===== src/rtl/cordic_cos_accumulator.sv =====
// rtl/cordic_cos_accumulator.sv - pipelined CORDIC cosine feeding a running accumulator
// Optional macro CORDIC_ACC_SAT_EN: saturating accumulator and READ instead of wrap.
module cordic_cos_accumulator #(
    parameter int WIDTH     = 32,
    parameter int ITER      = 16,
    parameter int ACC_GUARD = 8
) (
    input  logic             clk,
    input  logic             rst,
    input  logic             clk_en,
    input  logic             start,
    input  logic [1:0]       n,
    input  logic [WIDTH-1:0] x_one,
    input  logic [WIDTH-1:0] x_two,
    output logic [WIDTH-1:0] result,
    output logic             done,
    output logic             busy
);
    localparam int ACC_W = WIDTH + ACC_GUARD;

    localparam logic [1:0] OP_CLEAR = 2'd0;
    localparam logic [1:0] OP_GO    = 2'd1;
    localparam logic [1:0] OP_READ  = 2'd2;
    localparam logic [1:0] OP_NOP   = 2'd3;

    localparam logic signed [WIDTH-1:0] P_ONE  = {2'b01, {(WIDTH-2){1'b0}}};
    localparam logic signed [WIDTH-1:0] P_MONE = {2'b11, {(WIDTH-2){1'b0}}};
    localparam logic signed [31:0]      K_Q30  = 32'sd652032874;
    localparam logic signed [31:0]      K_SH   = K_Q30 >>> (32 - WIDTH);
    localparam logic signed [WIDTH-1:0] P_K    = K_SH[WIDTH-1:0];

    // atan(2^-idx) in Q2.30, rescaled to the working width
    function automatic logic signed [WIDTH-1:0] atan_tab(input int idx);
        logic signed [31:0] q;
        logic signed [31:0] s;
        case (idx)
            0:       q = 32'sd843314857;
            1:       q = 32'sd497837829;
            2:       q = 32'sd263043837;
            3:       q = 32'sd133525159;
            4:       q = 32'sd67021687;
            5:       q = 32'sd33543516;
            6:       q = 32'sd16775851;
            7:       q = 32'sd8388437;
            8:       q = 32'sd4194283;
            9:       q = 32'sd2097149;
            10:      q = 32'sd1048576;
            default: q = (idx > 30) ? 32'sd0 : (32'sd1 <<< (30 - idx));
        endcase
        s = q >>> (32 - WIDTH);
        return s[WIDTH-1:0];
    endfunction

    logic signed [WIDTH-1:0] r_x [0:ITER];
    logic signed [WIDTH-1:0] r_y [0:ITER];
    logic signed [WIDTH-1:0] r_z [0:ITER];
    logic signed [WIDTH-1:0] w_x [1:ITER];
    logic signed [WIDTH-1:0] w_y [1:ITER];
    logic signed [WIDTH-1:0] w_z [1:ITER];
    logic [ITER:0]           r_v;
    logic                    r_vf;
    logic [WIDTH-1:0]        r_xf;

    logic [ACC_W-1:0]        r_acc;
    logic [WIDTH-1:0]        r_result;
    logic                    r_done;
    logic                    r_busy;
    logic                    r_pend;
    logic                    r_pend_read;
    logic                    r_nop;

    logic signed [WIDTH-1:0] w_ang;
    logic                    w_accept;
    logic                    w_go;
    logic                    w_empty;
    logic [ACC_W-1:0]        w_xf_ext;
    logic [ACC_W-1:0]        w_acc_next;
    logic [WIDTH-1:0]        w_read;
    logic                    w_unused;

    assign w_unused = ^{x_two, r_y[ITER], r_z[ITER]};

    assign w_ang = ($signed(x_one) > P_ONE)  ? P_ONE  :
                   ($signed(x_one) < P_MONE) ? P_MONE : $signed(x_one);

    assign w_accept = start & ~r_busy;
    assign w_go     = w_accept & (n == OP_GO);
    assign w_empty  = ~(|r_v) & ~r_vf;
    assign w_xf_ext = {{ACC_GUARD{r_xf[WIDTH-1]}}, r_xf};

`ifdef CORDIC_ACC_SAT_EN
    logic [ACC_W:0]       w_sum_wide;
    logic [ACC_W-WIDTH:0] w_hi;
    logic                 w_in_range;

    assign w_sum_wide = {r_acc[ACC_W-1], r_acc} + {w_xf_ext[ACC_W-1], w_xf_ext};
    assign w_acc_next = (w_sum_wide[ACC_W] != w_sum_wide[ACC_W-1]) ?
                        (w_sum_wide[ACC_W] ? {1'b1, {(ACC_W-1){1'b0}}} : {1'b0, {(ACC_W-1){1'b1}}}) :
                        w_sum_wide[ACC_W-1:0];
    assign w_hi       = r_acc[ACC_W-1:WIDTH-1];
    assign w_in_range = (&w_hi) | ~(|w_hi);
    assign w_read     = w_in_range ? r_acc[WIDTH-1:0] :
                        (r_acc[ACC_W-1] ? {1'b1, {(WIDTH-1){1'b0}}} : {1'b0, {(WIDTH-1){1'b1}}});
`else
    assign w_acc_next = r_acc + w_xf_ext;
    assign w_read     = r_acc[WIDTH-1:0];
`endif

    // One rotation per stage; direction follows the sign of the residual angle
    always_comb begin
        for (int i = 0; i < ITER; i++) begin
            if (!r_z[i][WIDTH-1]) begin
                w_x[i+1] = r_x[i] - (r_y[i] >>> i);
                w_y[i+1] = r_y[i] + (r_x[i] >>> i);
                w_z[i+1] = r_z[i] - atan_tab(i);
            end else begin
                w_x[i+1] = r_x[i] + (r_y[i] >>> i);
                w_y[i+1] = r_y[i] - (r_x[i] >>> i);
                w_z[i+1] = r_z[i] + atan_tab(i);
            end
        end
    end

    always_ff @(posedge clk) begin
        if (clk_en) begin
            r_x[0] <= P_K;
            r_y[0] <= '0;
            r_z[0] <= w_ang;
            for (int i = 1; i <= ITER; i++) begin
                r_x[i] <= w_x[i];
                r_y[i] <= w_y[i];
                r_z[i] <= w_z[i];
            end
            r_xf <= r_x[ITER];
        end
    end

    // Barriers complete only once every valid bit is clear, so they never meet a GO done
    always_ff @(posedge clk) begin
        if (rst) begin
            r_v         <= '0;
            r_vf        <= 1'b0;
            r_acc       <= '0;
            r_result    <= '0;
            r_done      <= 1'b0;
            r_busy      <= 1'b0;
            r_pend      <= 1'b0;
            r_pend_read <= 1'b0;
            r_nop       <= 1'b0;
        end else if (clk_en) begin
            r_v    <= {r_v[ITER-1:0], w_go};
            r_vf   <= r_v[ITER];
            r_done <= 1'b0;
            if (r_vf) begin
                r_acc    <= w_acc_next;
                r_result <= r_xf;
                r_done   <= 1'b1;
            end else if (r_pend && w_empty) begin
                r_pend <= 1'b0;
                r_busy <= 1'b0;
                r_done <= 1'b1;
                if (r_pend_read) begin
                    r_result <= w_read;
                end else begin
                    r_acc    <= '0;
                    r_result <= '0;
                end
            end else if (r_nop) begin
                r_nop    <= 1'b0;
                r_result <= '0;
                r_done   <= 1'b1;
            end
            if (w_accept) begin
                case (n)
                    OP_CLEAR, OP_READ: begin
                        r_pend      <= 1'b1;
                        r_pend_read <= (n == OP_READ);
                        r_busy      <= |r_v;
                    end
                    OP_NOP:  r_nop <= 1'b1;
                    default: ;
                endcase
            end
        end
    end

    assign result = r_result;
    assign done   = r_done & clk_en;
    assign busy   = r_busy;
endmodule


===== config.mk =====
export PLATFORM = sky130hd
export DESIGN_NAME = cordic_cos_accumulator
export DESIGN_NICKNAME = d
export VERILOG_FILES = /design/src/rtl/cordic_cos_accumulator.sv
export SDC_FILE = /design/constraint.sdc
export NUM_CORES = 2
export LEC_CHECK = 0
export BUFFER_PORTS_ARGS = -buffer_cell sky130_fd_sc_hd__buf_2
export CORE_MARGIN = 1
export CORE_UTILIZATION = 50
export CTS_BUF_LIST = sky130_fd_sc_hd__clkbuf_8
export DETAILED_ROUTE_END_ITERATION = 10
export PLACE_DENSITY = 0.69
export SLEW_MARGIN = 10
export SYNTH_ARGS = -nofsm -noshare
export SYNTH_HDL_FRONTEND = slang
export SYNTH_SLANG_ARGS = --single-unit
export TNS_END_PERCENT = 5

===== constraint.sdc =====
create_clock -name clk -period 5.2 [get_ports clk]
set_input_delay 0.52 -clock clk [delete_from_list [all_inputs] [get_ports clk]]
set_output_delay 0.52 -clock clk [all_outputs]
set_load 0.02 [all_outputs]

==> impl_metrics.ini <==
[flow_run]
maxCapViolCount = 0

[logic_synthesis]
synth_edf_count = 1323
yosysUniqueCellTypes = 101
synth_top_family_by_area = compound AO/OA/AOI/OAI gates
synth_commonest_cells = 1,352 x ha_1, 1,323 x edfxtp_1, 1,296 x a21oi_1
synth_ff_type = edfxtp_1
synth_fa_ha_area_share_pct = 15.49
ys_seq_area_share_pct = 36.17
syn_nets = 13330
yosys.cell_count.top_type = ha_1
avgSynthCellArea_um2 = 9.664
synthTopCellsByArea = edfxtp_1 35%, ha_1 15%, xnor2_1 8.0%, a21oi_1 5.7%, xor2_1 4.5%
ys_warn_count = 0
synth-xor-area-share_pct = 12.57
synth_cells = 11860
synth_area_leader_cell = edfxtp_1
synthMuxAreaShare_pct = 0.9277
netlist_area_um2 = 114600
synth-seq-cells = 1410
synth_compound_area_share_pct = 19.80
synthArstFlopShare_pct = 0
synth-simple-area-share_pct = 12.72
synth_top_area_share_pct = 34.65

[final_layout]
syn2layout_area_growth_pct = 9.227
fin_util_pct = 54.99
nets = 13720
multi_input_comb_area_um2 = 70570
fillers = 19780
drive_gt1_share_pct = 5.996
ff_latch_area_um2 = 41470

[cts]
cts_setup_buffers = 0
clkSinkCount = 1410
cts_tree = yes
numCtsBuffers = 275
clk_pin_slew_ns = 0.06
cts_buffer_depth = 4
clk_latency_ns = 1.05
cts_max_level = 5
cts_root_buffer = clkbuf_8

[place]
place_congestion = 0.9499
portBuffers = 71
place_hpwl_um = 233900

[floorplan]
fp.dieW_um = 480.8
initial_core_util_pct = 50.34
dieArea_um2 = 231200
coreArea_um2 = 227700
pin_count = 104
die_h_um = 480.8
rows = 175

[grt]
gr-usage-all-layers_pct = 25.09
grt_max_degree = 190
grt_pass1_wl_um = 468100
first_global_vias = 89060
grt_overflow = 0
antenna_found_initial = 2

[worst_setup_path]
cp-start-kind = flip-flop
critical_path.slowest_cell = edfxtp_1
crit_type = reg -> reg
cp_num_buf_inv = 2
cp_num_cells = 19
cp_max_fo = 6
cp.required_ns = 5.96
critPathCaptureType = flip-flop
rrSetupSlack_ns = 0.29
crit_arrival_ns = 5.68
r2r-start = r_x[13][21]$_DFFE_PP_
reg2reg_depth = 19
max_stage_delay_ns = 0.46
crit_family = simple AND/OR/NAND/NOR gates
cp_cell_sequence = nor3_1 > nand2_1 > nor4_2 > a31oi_1 > nor2_1 > xor2_1 > ha_1 > nand3_1 > or3_1 > or2_2 > a2111o_1 > a31oi_1 > buf_4 > o31a_1 > o31ai_1 > a21oi_1 > a21oi_1 > buf_4 > xnor2_1
r2r_end = r_y[0][475]$_DFFE_PP_

[drt]
drc_errors = 0
viasPerCell = 5.856
ant_nets = 0
via_count = 90490
drt-initial-drc-count = 5613
detail_route.wl_per_cell_um = 19.15
drt_first_pass_iters = 9
routed_wirelength_um = 295900

[timing]
rsz0062_at_grt = false
tightest_slew_ns = 1.121
setup_tns_ns = 0
period_needed_ns = 4.912
final_max_slew_viol_count = 0
fmax_ghz = 0.2036
hold_violations = 0
setup_viol = 0
relSlewSlack_pct = 25.29
layout_worst_path_cycle_share_pct = 94.47
skew_ns = 0.07073

[outcome]
outcome = finished clean

[min_path]
hold_start = x_one[31]
hold_end = r_z[0][31]$_SDFFCE_PP0P_
min_delay_path_depth = 2
hold_path_class = in -> reg
[stage by stage]
| stage | std cells | area, um^2 | hold slack (ns) | setup slack (ns) |
|---|---|---|---|---|
| floorplan | 11860 | 114600 | 0.4003 | 0.6329 |
| global placement | 14950 | 119600 | 0.4027 | 0.2174 |
| detailed placement | 14950 | 119600 | 0.4045 | 0.2247 |
| CTS | 15450 | 125100 | 0.1160 | 0.2094 |
| global route | 15450 | 125200 | 0.1556 | 0.004798 |
| finish | 15450 | 125200 | 0.2341 | 0.2877 |
[worst reg2reg max path: cells and delay by family (launching register included)]
kind | cells | cell delay (ns)
simple gates | 7 | 1.76
compound gates | 7 | 1.57
xor+xnor | 2 | 0.20
flops | 1 | 0.46
buf+inv | 2 | 0.31
fa+ha+maj | 1 | 0.39
[sequential cells by signal, summed over array words and instances (netlist names)]
signal / count
r_x: 456
r_y: 434
r_z: 401
r_acc: 32
r_xf: 32
result: 32
r_v: 17
busy: 1
r_done: 1
r_nop: 1
r_pend: 1
r_pend_read: 1
r_vf: 1
[cell families after synthesis]
family,Yosys count
xor gates and xnor gates,1643
buffers and inverters,702
muxes,101
DFF,1410
and+or+nand+nor,3045
adders and majority gates,1394
AOI/OAI and AO/OA,3568
[routing by layer]
metal / global-route usage (%) / part of all wire [%]
met1: 27.81 / 40
met2: 45.94 / 50
met3: 2.983 / 3.8
met4: 14.63 / 6.2
met5: 0 / 0
[worst max path at each step]
stage                                     start                     to  slack, ns
after floorplan           r_z[0][191]$_DFFE_PP_  r_y[0][222]$_DFFE_PP_       0.63
after global placement    r_x[13][21]$_DFFE_PP_  r_y[0][475]$_DFFE_PP_       0.22
after detailed placement  r_x[13][21]$_DFFE_PP_  r_y[0][475]$_DFFE_PP_       0.22
after CTS                 r_x[13][21]$_DFFE_PP_  r_y[0][475]$_DFFE_PP_       0.21
after global routing       r_y[0][81]$_DFFE_PP_   r_x[3][31]$_DFFE_PP_      0.005
final                     r_x[13][21]$_DFFE_PP_  r_y[0][475]$_DFFE_PP_       0.29
[placed cells by master, fill, tap and decap left out, drive strengths merged, types with 59 or more instances in the layout]
| master | synthesis | routed |
|---|---|---|
| nand2 | 559 | 559 |
| a31oi | 119 | 119 |
| ha | 1352 | 1352 |
| o21a | 201 | 201 |
| xnor2 | 1051 | 1051 |
| nand4 | 91 | 91 |
| o21ai | 542 | 542 |
| a21o | 579 | 579 |
| clkbuf | 158 | 285 |
| buf | 31 | 268 |
| o21bai | 144 | 144 |
| a21oi | 1299 | 1299 |
| nand2b | 158 | 158 |
| dfxtp | 87 | 87 |
| a211oi | 132 | 132 |
| nor2b | 155 | 155 |
| nor3 | 300 | 300 |
| o31ai | 64 | 64 |
| nand3 | 182 | 182 |
| and3 | 87 | 87 |
| edfxtp | 1323 | 1323 |
| clkinv | 1 | 81 |
| nor2 | 1098 | 1098 |
| xor2 | 592 | 592 |
| nor4 | 90 | 90 |
| o211ai | 70 | 70 |
| and2 | 86 | 86 |
| inv | 511 | 580 |
| or3 | 73 | 73 |
| mux2i | 59 | 59 |
[cell type report]
type	instances	share of cell area, %
Multi-Input combinational cell	9751	56.36
Timing Repair Buffer	307	1.889
Sequential cell	1410	33.12
Antenna cell	3	0.005995
Clock buffer	285	3.133
Inverter	512	1.535
Tap cell	3009	3.007
Clock inverter	176	0.9572
[timing repair]
action	CTS	global route
hold buffers	39	0
hold endpoints to repair	67	0
resized for setup	0	13
setup endpoints to repair	0	17
Power is left out: the tool's default activity adds up to more than one toggle a clock period on the data nets, which glitch-free logic cannot reach.
